[config.mk]
export PLATFORM = sky130hd
export DESIGN_NAME = alu_share_arbiter_flat
export DESIGN_NICKNAME = d
export VERILOG_FILES = /design/src/rtl/alu_share_arbiter_if.sv /design/src/rtl/alu_share_arbiter.sv /design/src/flat_wrapper.sv
export SDC_FILE = /design/constraint.sdc
export NUM_CORES = 1
export LEC_CHECK = 0
export CORE_ASPECT_RATIO = 1.25
export CORE_MARGIN = 2
export CORE_UTILIZATION = 37
export DETAILED_ROUTE_END_ITERATION = 12
export GPL_ROUTABILITY_DRIVEN = 0
export PLACE_DENSITY = 0.84
export SETUP_SLACK_MARGIN = 0.4
export SYNTH_ARGS = -nofsm -noshare
export SYNTH_HDL_FRONTEND = slang
export SYNTH_SLANG_ARGS = --single-unit
[constraint.sdc]
create_clock -name clk -period 1.42 [get_ports clk]
set_clock_uncertainty 0.1 [all_clocks]
set_input_delay 0.213 -clock clk [delete_from_list [all_inputs] [get_ports clk]]
set_output_delay 0.213 -clock clk [all_outputs]
set_load 0.1 [all_outputs]
[src/rtl/alu_share_arbiter_if.sv]
// rtl/alu_share_arbiter_if.sv - request, ALU and response signals of the shared-ALU arbiter
interface alu_share_arbiter_if #(
   parameter int WIDTH = 6
);
   logic             req0_valid;
   logic             req0_ready;
   logic [WIDTH-1:0] req0_a;
   logic [WIDTH-1:0] req0_b;
   logic [1:0]       req0_op;
   logic             req1_valid;
   logic             req1_ready;
   logic [WIDTH-1:0] req1_a;
   logic [WIDTH-1:0] req1_b;
   logic [1:0]       req1_op;
   logic [WIDTH-1:0] alu_a;
   logic [WIDTH-1:0] alu_b;
   logic             alu_sel1;
   logic             alu_sel0;
   logic [WIDTH-1:0] alu_res;
   logic             rsp_valid;
   logic             rsp_ready;
   logic             rsp_id;
   logic [WIDTH-1:0] rsp_data;
   logic             busy;
   logic [7:0]       done_cnt;

   modport slave (
      input  req0_valid, req0_a, req0_b, req0_op,
      input  req1_valid, req1_a, req1_b, req1_op,
      output req0_ready, req1_ready,
      output alu_a, alu_b, alu_sel1, alu_sel0,
      input  alu_res,
      output rsp_valid, rsp_id, rsp_data,
      input  rsp_ready,
      output busy, done_cnt
   );

   modport master (
      output req0_valid, req0_a, req0_b, req0_op,
      output req1_valid, req1_a, req1_b, req1_op,
      input  req0_ready, req1_ready,
      input  alu_a, alu_b, alu_sel1, alu_sel0,
      output alu_res,
      input  rsp_valid, rsp_id, rsp_data,
      output rsp_ready,
      input  busy, done_cnt
   );
endinterface

[src/rtl/alu_share_arbiter.sv]
// rtl/alu_share_arbiter.sv - round-robin sharing of one external ALU between two requesters
module alu_share_arbiter #(
   parameter int WIDTH = 6
) (
   input  logic               clk,
   input  logic               rst_n,
   alu_share_arbiter_if.slave bus
);
   typedef enum logic [1:0] {
      IDLE = 2'd0,
      EXEC = 2'd1,
      RESP = 2'd2
   } state_t;

   state_t           state;
   state_t           state_nx;
   logic             prio;
   logic             grant0;
   logic             grant1;
   logic [WIDTH-1:0] lat_a;
   logic [WIDTH-1:0] lat_b;
   logic [1:0]       lat_op;
   logic             lat_id;
   logic [WIDTH-1:0] res_q;
   logic [7:0]       cnt;

   always_ff @(posedge clk or negedge rst_n) begin
      if (!rst_n) state <= IDLE;
      else        state <= state_nx;
   end

   // prio names the requester that wins when both are valid
   always_comb begin
      state_nx = state;
      grant0   = 1'b0;
      grant1   = 1'b0;
      case (state)
         IDLE: begin
            grant0 = bus.req0_valid && (!bus.req1_valid || !prio);
            grant1 = bus.req1_valid && (!bus.req0_valid || prio);
            if (grant0 || grant1) state_nx = EXEC;
         end
         EXEC:    state_nx = RESP;
         RESP:    if (bus.rsp_ready) state_nx = IDLE;
         default: state_nx = IDLE;
      endcase
   end

   always_ff @(posedge clk or negedge rst_n) begin
      if (!rst_n) begin
         lat_a  <= '0;
         lat_b  <= '0;
         lat_op <= 2'b00;
         lat_id <= 1'b0;
         prio   <= 1'b0;
         res_q  <= '0;
         cnt    <= 8'd0;
      end else begin
         if (grant0 || grant1) begin
            lat_a  <= grant1 ? bus.req1_a  : bus.req0_a;
            lat_b  <= grant1 ? bus.req1_b  : bus.req0_b;
            lat_op <= grant1 ? bus.req1_op : bus.req0_op;
            lat_id <= grant1;
            prio   <= grant0;
         end
         if (state == EXEC) res_q <= bus.alu_res;
         if (state == RESP && bus.rsp_ready) cnt <= cnt + 8'd1;
      end
   end

   assign bus.req0_ready = grant0;
   assign bus.req1_ready = grant1;
   assign bus.alu_a      = lat_a;
   assign bus.alu_b      = lat_b;
   assign bus.alu_sel1   = lat_op[1];
   assign bus.alu_sel0   = lat_op[0];
   assign bus.rsp_valid  = (state == RESP);
   assign bus.rsp_id     = lat_id;
   assign bus.rsp_data   = res_q;
   assign bus.busy       = (state != IDLE);
   assign bus.done_cnt   = cnt;
endmodule

[src/flat_wrapper.sv]
// flat-port wrapper written by rule: the top's interface ports become plain ports
module alu_share_arbiter_flat 
#(
   parameter int WIDTH = 6
)
  (clk, rst_n, bus_req0_valid, bus_req0_a, bus_req0_b, bus_req0_op, bus_req1_valid, bus_req1_a, bus_req1_b, bus_req1_op, bus_req0_ready, bus_req1_ready, bus_alu_a, bus_alu_b, bus_alu_sel1, bus_alu_sel0, bus_alu_res, bus_rsp_valid, bus_rsp_id, bus_rsp_data, bus_rsp_ready, bus_busy, bus_done_cnt);
  alu_share_arbiter_if #(.WIDTH(WIDTH)) bus_i ();
  input  logic clk;
  input  logic rst_n;
  input wire logic [$bits(bus_i.req0_valid)-1:0] bus_req0_valid;
  input wire logic [$bits(bus_i.req0_a)-1:0] bus_req0_a;
  input wire logic [$bits(bus_i.req0_b)-1:0] bus_req0_b;
  input wire logic [$bits(bus_i.req0_op)-1:0] bus_req0_op;
  input wire logic [$bits(bus_i.req1_valid)-1:0] bus_req1_valid;
  input wire logic [$bits(bus_i.req1_a)-1:0] bus_req1_a;
  input wire logic [$bits(bus_i.req1_b)-1:0] bus_req1_b;
  input wire logic [$bits(bus_i.req1_op)-1:0] bus_req1_op;
  output wire logic [$bits(bus_i.req0_ready)-1:0] bus_req0_ready;
  output wire logic [$bits(bus_i.req1_ready)-1:0] bus_req1_ready;
  output wire logic [$bits(bus_i.alu_a)-1:0] bus_alu_a;
  output wire logic [$bits(bus_i.alu_b)-1:0] bus_alu_b;
  output wire logic [$bits(bus_i.alu_sel1)-1:0] bus_alu_sel1;
  output wire logic [$bits(bus_i.alu_sel0)-1:0] bus_alu_sel0;
  input wire logic [$bits(bus_i.alu_res)-1:0] bus_alu_res;
  output wire logic [$bits(bus_i.rsp_valid)-1:0] bus_rsp_valid;
  output wire logic [$bits(bus_i.rsp_id)-1:0] bus_rsp_id;
  output wire logic [$bits(bus_i.rsp_data)-1:0] bus_rsp_data;
  input wire logic [$bits(bus_i.rsp_ready)-1:0] bus_rsp_ready;
  output wire logic [$bits(bus_i.busy)-1:0] bus_busy;
  output wire logic [$bits(bus_i.done_cnt)-1:0] bus_done_cnt;
  assign bus_i.req0_valid = bus_req0_valid;
  assign bus_i.req0_a = bus_req0_a;
  assign bus_i.req0_b = bus_req0_b;
  assign bus_i.req0_op = bus_req0_op;
  assign bus_i.req1_valid = bus_req1_valid;
  assign bus_i.req1_a = bus_req1_a;
  assign bus_i.req1_b = bus_req1_b;
  assign bus_i.req1_op = bus_req1_op;
  assign bus_req0_ready = bus_i.req0_ready;
  assign bus_req1_ready = bus_i.req1_ready;
  assign bus_alu_a = bus_i.alu_a;
  assign bus_alu_b = bus_i.alu_b;
  assign bus_alu_sel1 = bus_i.alu_sel1;
  assign bus_alu_sel0 = bus_i.alu_sel0;
  assign bus_i.alu_res = bus_alu_res;
  assign bus_rsp_valid = bus_i.rsp_valid;
  assign bus_rsp_id = bus_i.rsp_id;
  assign bus_rsp_data = bus_i.rsp_data;
  assign bus_i.rsp_ready = bus_rsp_ready;
  assign bus_busy = bus_i.busy;
  assign bus_done_cnt = bus_i.done_cnt;
  alu_share_arbiter #(.WIDTH(WIDTH)) u_core (.clk(clk), .rst_n(rst_n), .bus(bus_i));
endmodule
=== Word level (Yosys, flattened, before mapping) ===
Cells that the tools add are included.
W data, S select, Z words.

* $add $sub $neg: 1
* Eq/ne operators: 4
* Mux-type cells: 8
* Reductions and logical operators: 13

{| class="wikitable"
|+ Operators with widths
! cell !! count
|-
| $mux W6 || 2
|-
| $add A8 B1 Y8 const B || 1
|-
| $mux W2 || 3
|-
| $pmux W2 S3 || 1
|-
| $logic_or A1 B1 Y1 || 4
|-
| $ne A2 B1 Y1 const B || 2
|-
| $logic_and A1 B1 Y1 || 3
|-
| $logic_not A1 Y1 || 3
|-
| $eq A2 B1 Y1 const B || 1
|-
| $eq A2 B2 Y1 const B || 1
|-
| $logic_not A2 Y1 || 1
|-
| $mux W1 || 2
|-
| $reduce_and A2 Y1 || 1
|-
| $reduce_bool A2 Y1 || 1
|}

* Register bits after elaboration: 32
* Input bits: 39
* Output and inout port bits: 33
* Logic and storage cells: 34

=== Logic depth before layout (Yosys ltp) ===
Gate-level depths: netlist of run 1.

* Depth in word-level cells: 6
* Depth in mapped cells: 5
* Gate-level depth less buffers: 4

=== Least setup slack after synthesis of run 1 ===
Ideal clock, no wire load.

* Path kind: flip-flop to flip-flop
* Start: register u_core.state[0]
* End: register u_core.cnt[1] (netlist: u_core.bus.done_cnt[1])
* Library setup time: 126 ps
* Arrival time: 1758 ps
* Data required time: 1194 ps
* Setup slack: -564 ps
* Cell stages (with the launch flop): 4
* Buffers on the path: 0
* Period minus slack after synthesis: 1984 ps
* Cell sequence: dfrtp_1 and2b_1 nand2_1 mux2_2

* Longest elaborated chain between the ends: 2

{| class="wikitable"
|+ Ends and longest elaborated chain
! element !! line !! RTL
|-
| start, declared || alu_share_arbiter.sv:15 || <nowiki>state_t state;</nowiki>
|-
| start signal, assigned || alu_share_arbiter.sv:29 || <nowiki>else state <= state_nx;</nowiki>
|-
| $eq A2 B2 Y1 || -- ||
|-
| named net bus_rsp_valid || flat_wrapper.sv:25 || <nowiki>output wire logic [$bits(bus_i.rsp_valid)-1:0] bus_rsp_valid;</nowiki>
|-
| $logic_and A1 B1 Y1 || alu_share_arbiter.sv:67 || <nowiki>if (state == RESP && bus.rsp_ready) cnt <= cnt + 8'd1;</nowiki>
|-
| end signal, assigned || alu_share_arbiter.sv:67 ||
|-
| end, declared || alu_share_arbiter.sv:25 || <nowiki>logic [7:0] cnt;</nowiki>
|}

The timed path passes the listed nets, and every way through them passes these cells.
A chain may end at the register's enable or synchronous reset.

=== Final worst setup path of run 1 ===
* Start: register u_core.state[0]
* End: output bus_req1_ready

* Longest elaborated chain between the ends: 2

{| class="wikitable"
|+ Ends and longest elaborated chain
! element !! line !! RTL
|-
| $logic_not A2 Y1 || alu_share_arbiter.sv:37 || <nowiki>case (state)</nowiki>
|-
| $mux W1 || alu_share_arbiter.sv:37 ||
|-
| end, declared || flat_wrapper.sv:19 || <nowiki>output wire logic [$bits(bus_i.req1_ready)-1:0] bus_req1_ready;</nowiki>
|}

No other way between the ends.

==> results.toml, run 1 <==
[timing]
fin_crit_sh_pct = 118
hold_viol_final = 0
drv_slew = 0
finalWorstSetupSlack_ps = -262
worst_pin_slew_ps = 507
fin_crit_ps = 1680
finalSetupViolations = 32
max-slew-margin-rel_pct = 66.2
rsz0062_at_grt = "true"
fmax_ghz = 0.595

[worst_setup_path]
endpoint_kind = "output port"
worst-path-max-fanout = 4
critPathRequiredTime_ps = 1110
r2r_end = "u_core.bus.alu_b[5]"
criticalPathCategory = "reg -> out"
r2r_slack_ps = -220
cp-start-kind = "register"
startpoint = "u_core.state[0]"
cp.arrival_ps = 1370
reg2regPathDepth = 6
r2r_start = "u_core.state[0]"

[die]
die_h_um = 76.3
die_area_um2 = 4710
ios = 72
fp.dieW_um = 61.8
fp-row-count = 26
core_area_um2 = 4070
initial_core_util_pct = 38.0

[min_path]
min_path_type = "in -> async"

[clock_network]
insertion_delay_ps = 290
clk_root_buffer_cell = "clkbuf_8"
clockBufferDepth = 2
clock-sinks = 32
holdBufCountCts = 0
h-tree-depth = 2
clkSlewWorstSetupHoldPaths_ps = 70
cts_tree = "done"
cts_buffers = 5

[grt]
grt.total_usage_pct = 21.2
grt_max_degree = 33
antenna_found_initial = 0
grt_pass1_wl_um = 7420
overflow = 0
grt_pass1_vias = 1563

[final_layout]
syn2layout_area_growth_pct = 119
nNetsFinal = 290
mostFrequentLayoutCells = "36 x clkdlybuf4s50_1, 36 x buf_12, 20 x buf_4, 17 x dfrtp_2"
drive_gt1_share_pct = 59.0
fill_cells = 213
antennaDiodeCount = 0

[logic_synthesis]
yosysUniqueCellTypes = 27
synth_mux_area_share_pct = 5.10
synthesis.nets = 181
synth-adder-area-share_pct = 0.810
synth-seq-cells = 32
yosys.area.top_type_share_pct = 51.8
synth.area.top_cells = "dfrtp_1 52%, o311ai_2 9.5%, mux2_2 5.1%"
ys_seq_area_share_pct = 51.8
synthSimpleGateAreaFrac_pct = 13.3
synth_warnings = 0
synth_top_family_by_area = "compound AO/OA/AOI/OAI gates"
synthXorXnorAreaFrac_pct = 3.97
synth_largest_area_cell = "dfrtp_1"
synth-compound-area-share_pct = 18.1
syn_avg_cell_area_um2 = 11.0
synth_area_um2 = 1550
syn_inst = 141

[route]
via_per_inst = 5.08
drc_errors = 0
drt-wirelength-per-cell_um = 18.0
dr.pass1.iters = 4
drt_wl_total_um = 5530
dr.first_iter.drc_count = 62
ant_nets = 0
vias = 1559

[place]
dp_hpwl_um = 3170
dp_slack_ps = -471
numPortBuffers = 71

[outcome]
violations = "setup timing"
status = "finished with violations"

[job]
drv_cap = 0
## kinds of logic after synthesis
family | after synthesis
flops | 32
fa+ha+maj | 1
xor+xnor | 7
compound gates | 32
mux | 7
simple gates | 38
buf+inv | 24
## flip-flops by register name, summed over array words and instances (netlist names)
register and cells:
u_core.bus.rsp_data 6, u_core.bus.rsp_id 1, u_core.bus.alu_b 6, u_core.lat_op 2
u_core.prio 1, u_core.bus.alu_a 6, u_core.bus.done_cnt 8, u_core.state 2
## timing repair
item	4_1_cts	5_1_grt
setup buffers	14	11
setup endpoints to repair	65	65
hold endpoints to repair	0	0
resized for setup	41	26
cloned	0	1
pin swaps	13	6
## how the worst max path moves through the flow
stage / endpoint / slack, ps
after CTS: bus_req1_ready / -210
after floorplan: u_core.bus.done_cnt[1] / -90
final: bus_req1_ready / -260
after detailed placement: u_core.bus.alu_a[0] / -470
after global placement: u_core.lat_op[0] / -310
after global routing: bus_req1_ready / -300
## metrics by stage
stage	hold WS (ps)	utilization, %	TNS, ps	cells	instance area [um2]
2_1_floorplan	-183	-	-907	141	1660
3_3_place_gp	366	68.7	-5040	273	2790
3_5_place_dp	372	68.7	-6700	273	2790
4_1_cts	201	77.0	-1420	295	3130
5_1_grt	214	83.3	-5310	307	3390
6_report	196	83.3	-4120	307	3390
## cell type report
type	instances	area, um2	area share [%]
Multi-Input combinational cell	85	871	25.7
Inverter	17	71.3	2.10
Sequential cell	32	841	24.8
Clock buffer	8	100	2.95
Tap cell	56	70.1	2.07
Timing Repair Buffer	109	1440	42.4
## synth_stat cells
library cell	number
nand2b_1	2
nor2_1	6
inv_1	17
mux2_2	7
a21oi_1	2
buf_8	1
nor2_2	1
xnor2_1	2
o21ai_1	1
xor2_1	5
clkbuf_2	1
nand2_1	6
nor3b_4	1
o311ai_2	9
ha_1	1
o311ai_0	5
nor3_1	2
clkbuf_1	2
o21ai_0	15
and2_4	1
and3_1	1
dfrtp_1	32
buf_2	3
nand4b_1	1
nand3_1	15
and2b_1	1
nand4_1	1
## critical path: stages, from the launching register on
cell	delay, ps
dfrtp_2	480
nor3b_4	230
and2_4	200
buf_12	170
## per-layer routing
metal  vias to the layer above  track usage (%)  routed length, um
met4                         0             6.38                 92
li1                        712                -                  -
met3                         8             5.43                263
met5                         -                0                  0
met2                        66             37.8               3220
met1                       773             23.5               1960
Power of run 1 is not shown: default switching activity piles up to over one toggle a cycle in this logic, so the estimate is an artifact.
==> inputs of run 2 (changes only) <==
- CORE_UTILIZATION: 37 -> 38
- CTS_BUF_LIST: default -> sky130_fd_sc_hd__clkbuf_8
- CTS_CLUSTER_DIAMETER: default -> 150
- PLACE_DENSITY: 0.84 -> 0.86
==> results.toml, run 2 (synthesis gave the netlist of run 1 again) <==
[final_layout]
syn2layout_area_growth_pct = 117
drive_gt1_share_pct = 58.8
antennaDiodeCount = 0
nNetsFinal = 296
largest_reg_flops = 8
mostFrequentLayoutCells = "36 x clkdlybuf4s50_1, 36 x buf_12, 31 x buf_4, 17 x dfrtp_2, 15 x inv_1"

[grt]
grt.total_usage_pct = 24.8
grt_pass1_wl_um = 7940
overflow = 0
grt_max_degree = 33
antenna_found_initial = 0
grt_pass1_vias = 1651

[die]
die_h_um = 75.3
core_area_um2 = 3850
fp-row-count = 25
ios = 72
die_area_um2 = 4600
initial_core_util_pct = 40.2
fp.dieW_um = 61.0

[timing]
rsz0062_at_grt = "true"
fin_crit_ps = 1670
max-slew-margin-rel_pct = 63.0
worst_pin_slew_ps = 555
drv_slew = 0
fmax_ghz = 0.599
finalWorstSetupSlack_ps = -248
finalSetupViolations = 23
hold_viol_final = 0
fin_crit_sh_pct = 117

[route]
ant_nets = 0
dr.first_iter.drc_count = 40
drt-wirelength-per-cell_um = 18.3
vias = 1589
drc_errors = 0
via_per_inst = 5.11
drt_wl_total_um = 5680
dr.pass1.iters = 4

[worst_setup_path]
crit_end = "bus_rsp_valid"
worst-path-max-fanout = 4
cp_top_family = "flip-flops"
cp-start-kind = "register"
criticalPathCategory = "reg -> out"
endpoint_kind = "output port"
crit_cells = 4
reg2regPathDepth = 6
crit_chain = "buf_4 -> buf_6 -> and2b_4 -> buf_12"
r2r_start = "u_core.state[1]"
startpoint = "u_core.state[1]"
r2r_end = "u_core.bus.done_cnt[1]"
cp_slowest_cell = "dfrtp_2"
critPathRequiredTime_ps = 1110
cp.arrival_ps = 1360
path_buf_inv = 3
slowest_delay_ps = 460
r2r_slack_ps = -240

[outcome]
status = "finished with violations"
violations = "setup timing"

[clock_network]
insertion_delay_ps = 300
cts_tree = "done"
clk_root_buffer_cell = "clkbuf_8"
clockBufferDepth = 2
cts_buffers = 5
clock-sinks = 32
h-tree-depth = 2
clkSlewWorstSetupHoldPaths_ps = 80

[place]
dp_slack_ps = -420
numPortBuffers = 71
dp_hpwl_um = 3040

[min_path]
min_path_type = "in -> async"

[job]
drv_cap = 0
## run 2: cell count changes in the layout (fill, tap and decap cells not counted), sizes merged
cell and delta:
inv -1, clkbuf -3, buf +6, clkinv +3, bufbuf +1
## run 2: layout make-up
class                      count  area, um2
multi-input combinational     85        808
clock buffer                   6       82.6
fill                         168        493
tap                           54       67.6
inverter                      17       76.3
timing repair buffer         115       1470
sequential                    32        841
clock inverter                 2       10.0
## run 2: metal layers
layer | up-vias | part of all wire [%] | routed length, um | GRT usage [%]
met5 | - | 0 | 0 | 0
met4 | 0 | 2.8 | 160 | 14.3
met3 | 10 | 5.1 | 288 | 6.96
met2 | 67 | 55 | 3130 | 42.9
met1 | 785 | 37 | 2100 | 26.7
li1 | 727 | - | - | -
## run 2: stage by stage
step / hold slack, ps / TNS (ps) / std cells / util (%) / area, um2
CTS: 205 / -2640 / 301 / 83.1 / 3200
global route: 192 / -4810 / 311 / 87.2 / 3350
floorplan: -183 / -907 / 141 / - / 1660
detailed placement: 386 / -6500 / 270 / 72.7 / 2800
finish: 181 / -3000 / 311 / 87.2 / 3350
global placement: 374 / -4960 / 270 / 72.7 / 2800
## run 2: timing repair
| item | in CTS | in global routing |
|---|---|---|
| gates cloned | 1 | 0 |
| hold buffers | 0 | 0 |
| resized for setup | 33 | 19 |
| pin swaps | 5 | 7 |
| setup buffers | 22 | 10 |
| endpoints found under the setup margin | 65 | 65 |
## run 2: worst min path at each step
stage / startpoint / end / cells after the start
6_report: rst_n / u_core.bus.done_cnt[3] / 2
5_1_grt: rst_n / u_core.bus.done_cnt[3] / 2
4_1_cts: rst_n / u_core.bus.done_cnt[3] / 2
3_5_place_dp: u_core.prio / u_core.prio / 1
3_3_place_gp: u_core.prio / u_core.prio / 1
2_1_floorplan: rst_n / u_core.bus.alu_a[0] / 0
## run 2: worst register-to-register path: cells and delay by family, from the launching register on
family / cells / cell delay, ps
flops: 1 / 460
buf+inv: 3 / 410
mux: 1 / 340
simple gates: 2 / 250
Power of run 2 is left out for the same reason.
